### src/rtl/matmul_relu_engine.sv
// Sequential N x N matrix multiplier with optional ReLU on each result element.
// One multiply-accumulate per cycle in row-major (i, j) order with inner index k;
// operands and mode flags are captured when a start is accepted in IDLE.
module matmul_relu_engine #(
  parameter int N    = 2,
  parameter int DW   = 8,
  parameter int ACCW = 32
) (
  input  logic                  clk,
  input  logic                  rst,
  input  logic                  start,
  input  logic                  relu_en,
  input  logic                  signed_en,
  input  logic [N*N*DW-1:0]     mat_a,
  input  logic [N*N*DW-1:0]     mat_b,
  output logic [N*N*ACCW-1:0]   mat_p,
  output logic                  busy,
  output logic                  done,
  output logic [31:0]           cycle_count
);

  localparam int IW = (N > 1) ? $clog2(N) : 1;
  localparam int PW = $clog2(N * N);
  localparam logic [IW-1:0] LAST = IW'(N - 1);

  typedef enum logic [1:0] {IDLE, CALC, DONE} state_t;

  state_t state;
  state_t state_nx;

  logic [N*N*DW-1:0] a_q;
  logic [N*N*DW-1:0] b_q;
  logic              relu_q;
  logic              signed_q;
  logic [ACCW-1:0]   acc;
  logic [IW-1:0]     i;
  logic [IW-1:0]     j;
  logic [IW-1:0]     k;

  logic [DW-1:0]     a_arr [0:N-1][0:N-1];
  logic [DW-1:0]     b_arr [0:N-1][0:N-1];
  logic [ACCW-1:0]   p_arr [0:N*N-1];

  logic [DW-1:0]          a_el;
  logic [DW-1:0]          b_el;
  logic signed [2*DW-1:0] sprod;
  logic [2*DW-1:0]        uprod;
  logic [ACCW-1:0]        prod_ext;
  logic [ACCW-1:0]        sum;
  logic [ACCW-1:0]        result;
  logic [PW-1:0]          p_idx;
  logic                   last_k;
  logic                   last_mac;

  // Unpack the captured operands and repack the result storage onto the port.
  for (genvar r = 0; r < N; r++) begin : g_row
    for (genvar c = 0; c < N; c++) begin : g_col
      assign a_arr[r][c] = a_q[(r*N+c)*DW +: DW];
      assign b_arr[r][c] = b_q[(r*N+c)*DW +: DW];
      assign mat_p[(r*N+c)*ACCW +: ACCW] = p_arr[r*N+c];
    end
  end

  // MAC datapath: product extension by mode, wrapping add, ReLU on the final term.
  always_comb begin
    a_el     = a_arr[i][k];
    b_el     = b_arr[k][j];
    sprod    = (2*DW)'($signed(a_el)) * (2*DW)'($signed(b_el));
    uprod    = (2*DW)'(a_el) * (2*DW)'(b_el);
    prod_ext = signed_q ? ACCW'(sprod) : ACCW'(uprod);
    sum      = acc + prod_ext;
    result   = (relu_q && signed_q && sum[ACCW-1]) ? '0 : sum;
    p_idx    = PW'(i) * PW'(N) + PW'(j);
    last_k   = (k == LAST);
    last_mac = last_k && (i == LAST) && (j == LAST);
  end

  // State register.
  always_ff @(posedge clk or posedge rst) begin
    if (rst) state <= IDLE;
    else     state <= state_nx;
  end

  // Next-state: accept in IDLE, leave CALC on the last MAC, DONE lasts one cycle.
  always_comb begin
    state_nx = state;
    case (state)
      IDLE:    if (start) state_nx = CALC;
      CALC:    if (last_mac) state_nx = DONE;
      DONE:    state_nx = IDLE;
      default: state_nx = IDLE;
    endcase
  end

  // Status outputs decoded from state.
  always_comb begin
    busy = (state == CALC);
    done = (state == DONE);
  end

  // Operand capture, index walk, accumulation and result write-back.
  always_ff @(posedge clk or posedge rst) begin
    if (rst) begin
      a_q         <= '0;
      b_q         <= '0;
      relu_q      <= 1'b0;
      signed_q    <= 1'b0;
      acc         <= '0;
      i           <= '0;
      j           <= '0;
      k           <= '0;
      cycle_count <= '0;
      p_arr       <= '{default: '0};
    end else begin
      case (state)
        IDLE: begin
          if (start) begin
            a_q         <= mat_a;
            b_q         <= mat_b;
            relu_q      <= relu_en;
            signed_q    <= signed_en;
            acc         <= '0;
            i           <= '0;
            j           <= '0;
            k           <= '0;
            cycle_count <= '0;
          end
        end
        CALC: begin
          cycle_count <= cycle_count + 32'd1;
          if (last_k) begin
            p_arr[p_idx] <= result;
            acc          <= '0;
            k            <= '0;
            if (j == LAST) begin
              j <= '0;
              i <= (i == LAST) ? '0 : i + 1'b1;
            end else begin
              j <= j + 1'b1;
            end
          end else begin
            acc <= sum;
            k   <= k + 1'b1;
          end
        end
        default: ;
      endcase
    end
  end

endmodule

### config.mk
export PLATFORM = sky130hd
export DESIGN_NAME = matmul_relu_engine
export DESIGN_NICKNAME = d
export VERILOG_FILES = /design/src/rtl/matmul_relu_engine.sv
export SDC_FILE = /design/constraint.sdc
export NUM_CORES = 1
export LEC_CHECK = 0
export CAP_MARGIN = 20
export CORE_UTILIZATION = 50
export CTS_CLUSTER_SIZE = 25
export DETAILED_ROUTE_END_ITERATION = 10
export PLACE_DENSITY = 0.72
export SLEW_MARGIN = 10
export SYNTH_ARGS = -nofsm -noshare
export SYNTH_HDL_FRONTEND = slang
export SYNTH_SLANG_ARGS = --single-unit
### constraint.sdc
create_clock -name clk -period 17.1 [get_ports clk]
set_input_delay 5.13 -clock clk [delete_from_list [all_inputs] [get_ports clk]]
set_output_delay 5.13 -clock clk [all_outputs]
set_load 0.1 [all_outputs]
# Yosys cells after proc, flatten, opt, wreduce, memory -nomap -nowiden
# Index checks and enable logic that the tools add are counted.
[word_totals]
regBits = 263
inputBits = 69
out_inout_bits = 162
word_cells = 84
[op_classes]
addsub = 6
multipliers = 2
order_cmp = 5
eq_ne = 6
mux = 34
bitwise_logic = 4
reduce_logical = 13
[ops]
columns = ["op", "n"]
rows = [
  ["32-bit two-way mux", 5],
  ["128-bit bitwise mux", 1],
  ["32-bit case mux with 2 select lines", 2],
  ["16-bit two-way mux", 6],
  ["32-bit demux with 2-bit select", 1],
  ["8-bit two-way mux", 6],
  ["32-bit by 1-bit adder with 32-bit output, second input constant", 1],
  ["32-bit adder", 1],
  ["8-bit by 8-bit multiplier with 16-bit output", 2],
  ["2-bit AND reduction", 4],
  ["1-bit two-way mux", 7],
  ["2-bit >= comparator, second input constant", 3],
  ["2-bit by 1-bit != test with 1-bit output, second input constant", 3],
  ["1-bit NOT with 2-bit output", 3],
  ["1-bit case mux with 2 select lines", 3],
  ["1-bit logical AND", 5],
  ["2-bit two-way mux", 2],
  ["2-bit case mux with 2 select lines", 1],
  ["4-bit AND reduction", 1],
  ["1-bit adder, second input constant", 3],
  ["3-bit >= comparator, second input constant", 1],
  ["3-bit by 1-bit less-than comparator with 1-bit output, second input constant", 1],
  ["2-bit NOT with 3-bit output", 1],
  ["3-bit AND reduction", 1],
  ["other kinds (6)", 6],
]

# Depth between registers and ports, before layout
[depth]
depth_word = 13
depth_mapped = 33

# Worst setup path before layout
# OpenSTA, ideal clock, no wires.
[synth_path]
path_kind = "reg-to-reg"
from = "register k"
to = "register p_arr, in the netlist mat_p[117]"
t_arrival_ns = 8.348
t_required_ns = 16.975
path_slack_ns = 8.627
path_stages_with_launch = 30
path_buffers = 3
synth_period_minus_slack_ns = 8.473
path_cell_list = "dfrtp_1 -> buf_1 -> mux4_2 -> and2_1 -> fa_1 -> inv_1 -> fa_1 -> inv_1 -> fa_1 -> inv_1 -> fa_1 -> inv_1 -> ha_1 -> nand3_1 -> nor3_1 -> a21oi_1 -> a21oi_1 -> mux2i_1 -> ha_1 -> buf_2 -> a21o_1 -> nor3_1 -> o21ai_0 -> a221o_1 -> a21oi_2 -> o31ai_4 -> xnor2_2 -> buf_6 -> a21oi_2 -> mux2_2"
[synth_via]
elab_chain_cells = 13
[synth_rtl]
columns = ["element", "line", "source"]
rows = [
  ["start, declared", "38", "logic [IW-1:0] k;"],
  ["start signal, assigned", "143", "k <= k + 1'b1;"],
  ["1-bit NOT with 2-bit output (implied by the code)", "66, 67", ""],
  ["16-bit two-way mux (implied by the code) (3 in series)", "67", "b_el = b_arr[k][j];"],
  ["8-bit two-way mux (implied by the code) (3 in series)", "67", ""],
  ["8-bit by 8-bit multiplier with 16-bit output (on tied branches)", "69, 68", ""],
  ["32-bit two-way mux", "70", "prod_ext = signed_q ? ACCW'(sprod) : ACCW'(uprod);"],
  ["32-bit adder", "71", "sum = acc + prod_ext;"],
  ["1-bit logical AND", "72", "result = (relu_q && signed_q && sum[ACCW-1]) ? '0 : sum;"],
  ["32-bit two-way mux", "72", ""],
  ["128-bit bitwise mux", "132", "p_arr[p_idx] <= result;"],
  ["end signal, assigned by index", "132", ""],
  ["end, declared", "42", "logic [ACCW-1:0] p_arr [0:N*N-1];"],
]
# Parallel ways exist; a longest one is shown, timed or not. The select of a mux whose other input is x is not followed.
# A chain may end at the register's enable or synchronous reset.

# Final worst setup path
[layout_path]
from = "register i"
to = "register p_arr, in the netlist mat_p[28]"
[layout_via]
elab_chain_cells = 13
[layout_rtl]
columns = ["element", "line", "source"]
rows = [
  ["start, declared", "36", "logic [IW-1:0] i;"],
  ["start signal, assigned", "137", "i <= (i == LAST) ? '0 : i + 1'b1;"],
  ["1-bit NOT with 2-bit output (implied by the code)", "66", "a_el = a_arr[i][k];"],
  ["16-bit two-way mux (implied by the code) (3 in series)", "66", ""],
  ["8-bit two-way mux (implied by the code) (3 in series)", "66", ""],
  ["8-bit by 8-bit multiplier with 16-bit output (on tied branches)", "69, 68", ""],
  ["32-bit two-way mux", "70", ""],
  ["32-bit adder", "71", ""],
  ["1-bit logical AND", "72", ""],
  ["32-bit two-way mux", "72", ""],
  ["128-bit bitwise mux *", "132", ""],
]
# Mark *: on every way between the ends. The rest lies on a longest branch, timed or not. The select of a mux whose other input is x is not followed.

==> results by group <==
Global routing
  • GRT Total Usage: 0.249
  • Grt total ovfl: 0
  • Global-route wire length before repair: 67.2 mm
  • Largest net degree at the start of global routing: 146
  • Initial antenna violation count: 1
  • Vias in the first global route: 13.0k

Clocking
  • Post-CTS resize count: 0
  • Number of buffers created by CTS: 29
  • Clock latency on the worst-skew pair: 0.56 ns
  • CTS sink cnt: 263
  • H-Tree Depth: 1
  • Post-CTS Setup Bufs: 0
  • CTS tree: yes
  • CTS Buffer Depth: 3
  • Cts hold-fix bufs: 0
  • CTS clk-pin slew, worst paths: 0.06 ns
  • Root buffer cell: clkbuf_16

STA
  • Worst Max-Slew Pin Slew: 1.10 ns
  • Fin. max-slew vios: 0
  • Fin. Hold Viols: 0
  • RSZ-0062 raised after global routing: false
  • Tcrit/Tclk final: 0.531
  • Worst Skew: 0.0233 ns
  • Tmin final: 9.08 ns
  • Relative slew slack: 0.262
  • Final TNS setup: 0 ns
  • Endpoints failing setup: 0
  • F_max: 110 MHz

Synthesis
  • Most used DFF post-synth: dfrtp_1
  • Post-synth ARST share: 1.00
  • Yosys synthesis warning count: 0
  • Post-synthesis cell count: 1657
  • Mapped Avg Cell Area: 10.0 µm²
  • Yosys reg bits: 263
  • Post-synthesis sequential area ratio: 0.396
  • Syn_nets: 1902
  • Mapped Area: 16600 µm²
  • Yosys cell types: 64
  • Number of flops mapped to enable cells by yosys: 0

Status
  • Status: finished clean

Floorplan
  • Die X: 184 µm
  • I/O Pins: 231
  • Initial Util: 0.510
  • Die Y: 184 µm
  • Die area: 34000 µm²
  • Core area: 32600 µm²
  • Row Count: 66

Hold path
  • Hold Crit Class: flip-flop to flip-flop

Route
  • Routed Antenna Nets: 0
  • Vias post-DR: 12.5k
  • Initial DRC count: 592
  • DRC: 0
  • WL final: 41.0 mm
  • DR pass1 iterations: 5
  • Average wire per standard cell: 17.6 µm
  • Routed vias/inst: 5.36

Cells and area
  • Most common cell after layout, fill and taps aside: nand2_1
  • Commonest cells after routing, fill and taps aside: nand2_1 (305), dfrtp_1 (263), clkdlybuf4s50_1 (230)
  • Synthesis-to-layout area growth: 22.6%
  • NumNets Final: 2113
  • Share of cells above drive strength 1: 0.127

Setup path
  • Slowest cell on crit path: dfrtp_1
  • WP data arrival: 9.51 ns
  • CP startpoint kind: flip-flop
  • Max incr delay on CP: 0.90 ns
  • Critical path peak fanout: 18
  • Crit path capture type: flip-flop
  • Setup CP Type: flip-flop to flip-flop
  • Worst EP required: 17.53 ns

Placed design
  • Hpwl dp: 30.1 mm
  • GPL Wtd Cong: 0.889
  • Port-buffer cells: 230

Flow run
  • Max Cap Viol: 0
[cells by family (layout without fill, tap and decap cells)]
family | count (synthesis) | count (layout) | synth area share
adder cells (fa/ha/maj) | 176 | 176 | 0.171
flip-flops | 263 | 263 | 0.396
XOR/XNOR | 52 | 52 | 0.0278
other | 0 | 1 | 0
multiplexers | 146 | 146 | 0.109
AND/OR/NAND/NOR | 526 | 526 | 0.142
buffers and inverters | 238 | 470 | 0.0556
AO/OA/AOI/OAI | 256 | 256 | 0.0987
[Yosys cell counts, types with 3 or more instances]
library cell | number | share of area
buf_1 | 7 | 0.0016
nor2_1 | 47 | 0.011
mux2i_1 | 7 | 0.0042
a21oi_1 | 56 | 0.017
buf_2 | 7 | 0.0021
nor3_1 | 12 | 0.0036
nand2_1 | 307 | 0.069
o22ai_1 | 3 | 0.0011
or2_2 | 4 | 0.0015
o21bai_1 | 4 | 0.0018
o21a_1 | 7 | 0.0032
nor3b_1 | 3 | 0.0014
o21ai_1 | 3 | 0.00090
nand4_1 | 13 | 0.0049
inv_1 | 173 | 0.039
buf_6 | 3 | 0.0020
a21oi_2 | 20 | 0.011
o21ai_0 | 84 | 0.025
nand3_1 | 39 | 0.012
a31oi_1 | 3 | 0.0011
fa_1 | 86 | 0.10
nor2b_1 | 15 | 0.0056
and4_1 | 3 | 0.0016
o31ai_1 | 14 | 0.0063
clkbuf_1 | 47 | 0.011
and2_1 | 51 | 0.019
or3_1 | 8 | 0.0030
dfrtp_1 | 263 | 0.40
xor2_1 | 24 | 0.013
mux2_2 | 123 | 0.083
xnor2_1 | 27 | 0.014
o211ai_1 | 11 | 0.0050
ha_1 | 90 | 0.068
mux4_2 | 16 | 0.022
nand2b_1 | 11 | 0.0041
a211oi_1 | 3 | 0.0014
and3_1 | 7 | 0.0026
a21o_1 | 21 | 0.0095
[worst paths after layout]
kind / start / end / slack, ns / cells past startpoint
hold / removal: b_q[31] / b_q[31] / 0.47 / 2
setup / recovery: i / mat_p[28] / 8.02 / 29
min in group asynchronous: rst / mat_p[26] / 4.96 / 2
hold reg to reg: b_q[31] / b_q[31] / 0.47 / 2
setup reg to reg: i / mat_p[28] / 8.02 / 29
max in group asynchronous: rst / mat_p[47] / 9.76 / 5
[per-layer routing]
metal,vias to the layer above,GRT usage,part of all wire,routed length (µm)
li1,5961,-,-,-
met1,6257,0.333,0.44,18100
met2,239,0.419,0.49,20100
met3,52,0.0385,0.047,1920
met4,0,0.0713,0.022,898
met5,-,0,0,0
[metrics by stage]
stage,cells,cell area [µm²],util,setup WS (ns),hold slack [ns]
after floorplan,1657,16600,-,4.73,0.438
after global placement,2277,19300,0.593,8.26,0.453
after detailed placement,2278,19400,0.594,8.05,0.460
after CTS,2330,20400,0.624,8.02,0.476
after global routing,2332,20400,0.625,7.40,0.495
final,2332,20400,0.625,8.02,0.472
[flip-flops by register name, summed over array words and instances, names as in the netlist]
signal / count
mat_p: 128
k: 1
relu_q: 1
acc: 32
i: 1
state: 2
a_q: 32
signed_q: 1
cycle_count: 32
j: 1
b_q: 32
[layout make-up]
type / instances / area [µm²]
antenna: 1 / 2.50
clock buffer: 39 / 823
clock inverter: 13 / 178
fill: 2703 / 12200
inverter: 174 / 661
multi-input combinational: 1156 / 9160
sequential: 263 / 6580
tap: 442 / 553
timing repair buffer: 244 / 2440
[critical path, delay by kind of cell, from the launching register on]
| kind | cells | cell delay (ns) |
|---|---|---|
| buffers and inverters | 6 | 0.93 |
| xor gates and xnor gates | 1 | 0.31 |
| muxes | 3 | 1.12 |
| DFF | 1 | 0.90 |
| adders and majority gates | 6 | 3.04 |
| and+or+nand+nor | 6 | 1.26 |
| AOI/OAI and AO/OA | 7 | 1.39 |
Power is left out: the tool's default activity adds up to more than one toggle a clock period on the data nets, which glitch-free logic cannot reach.
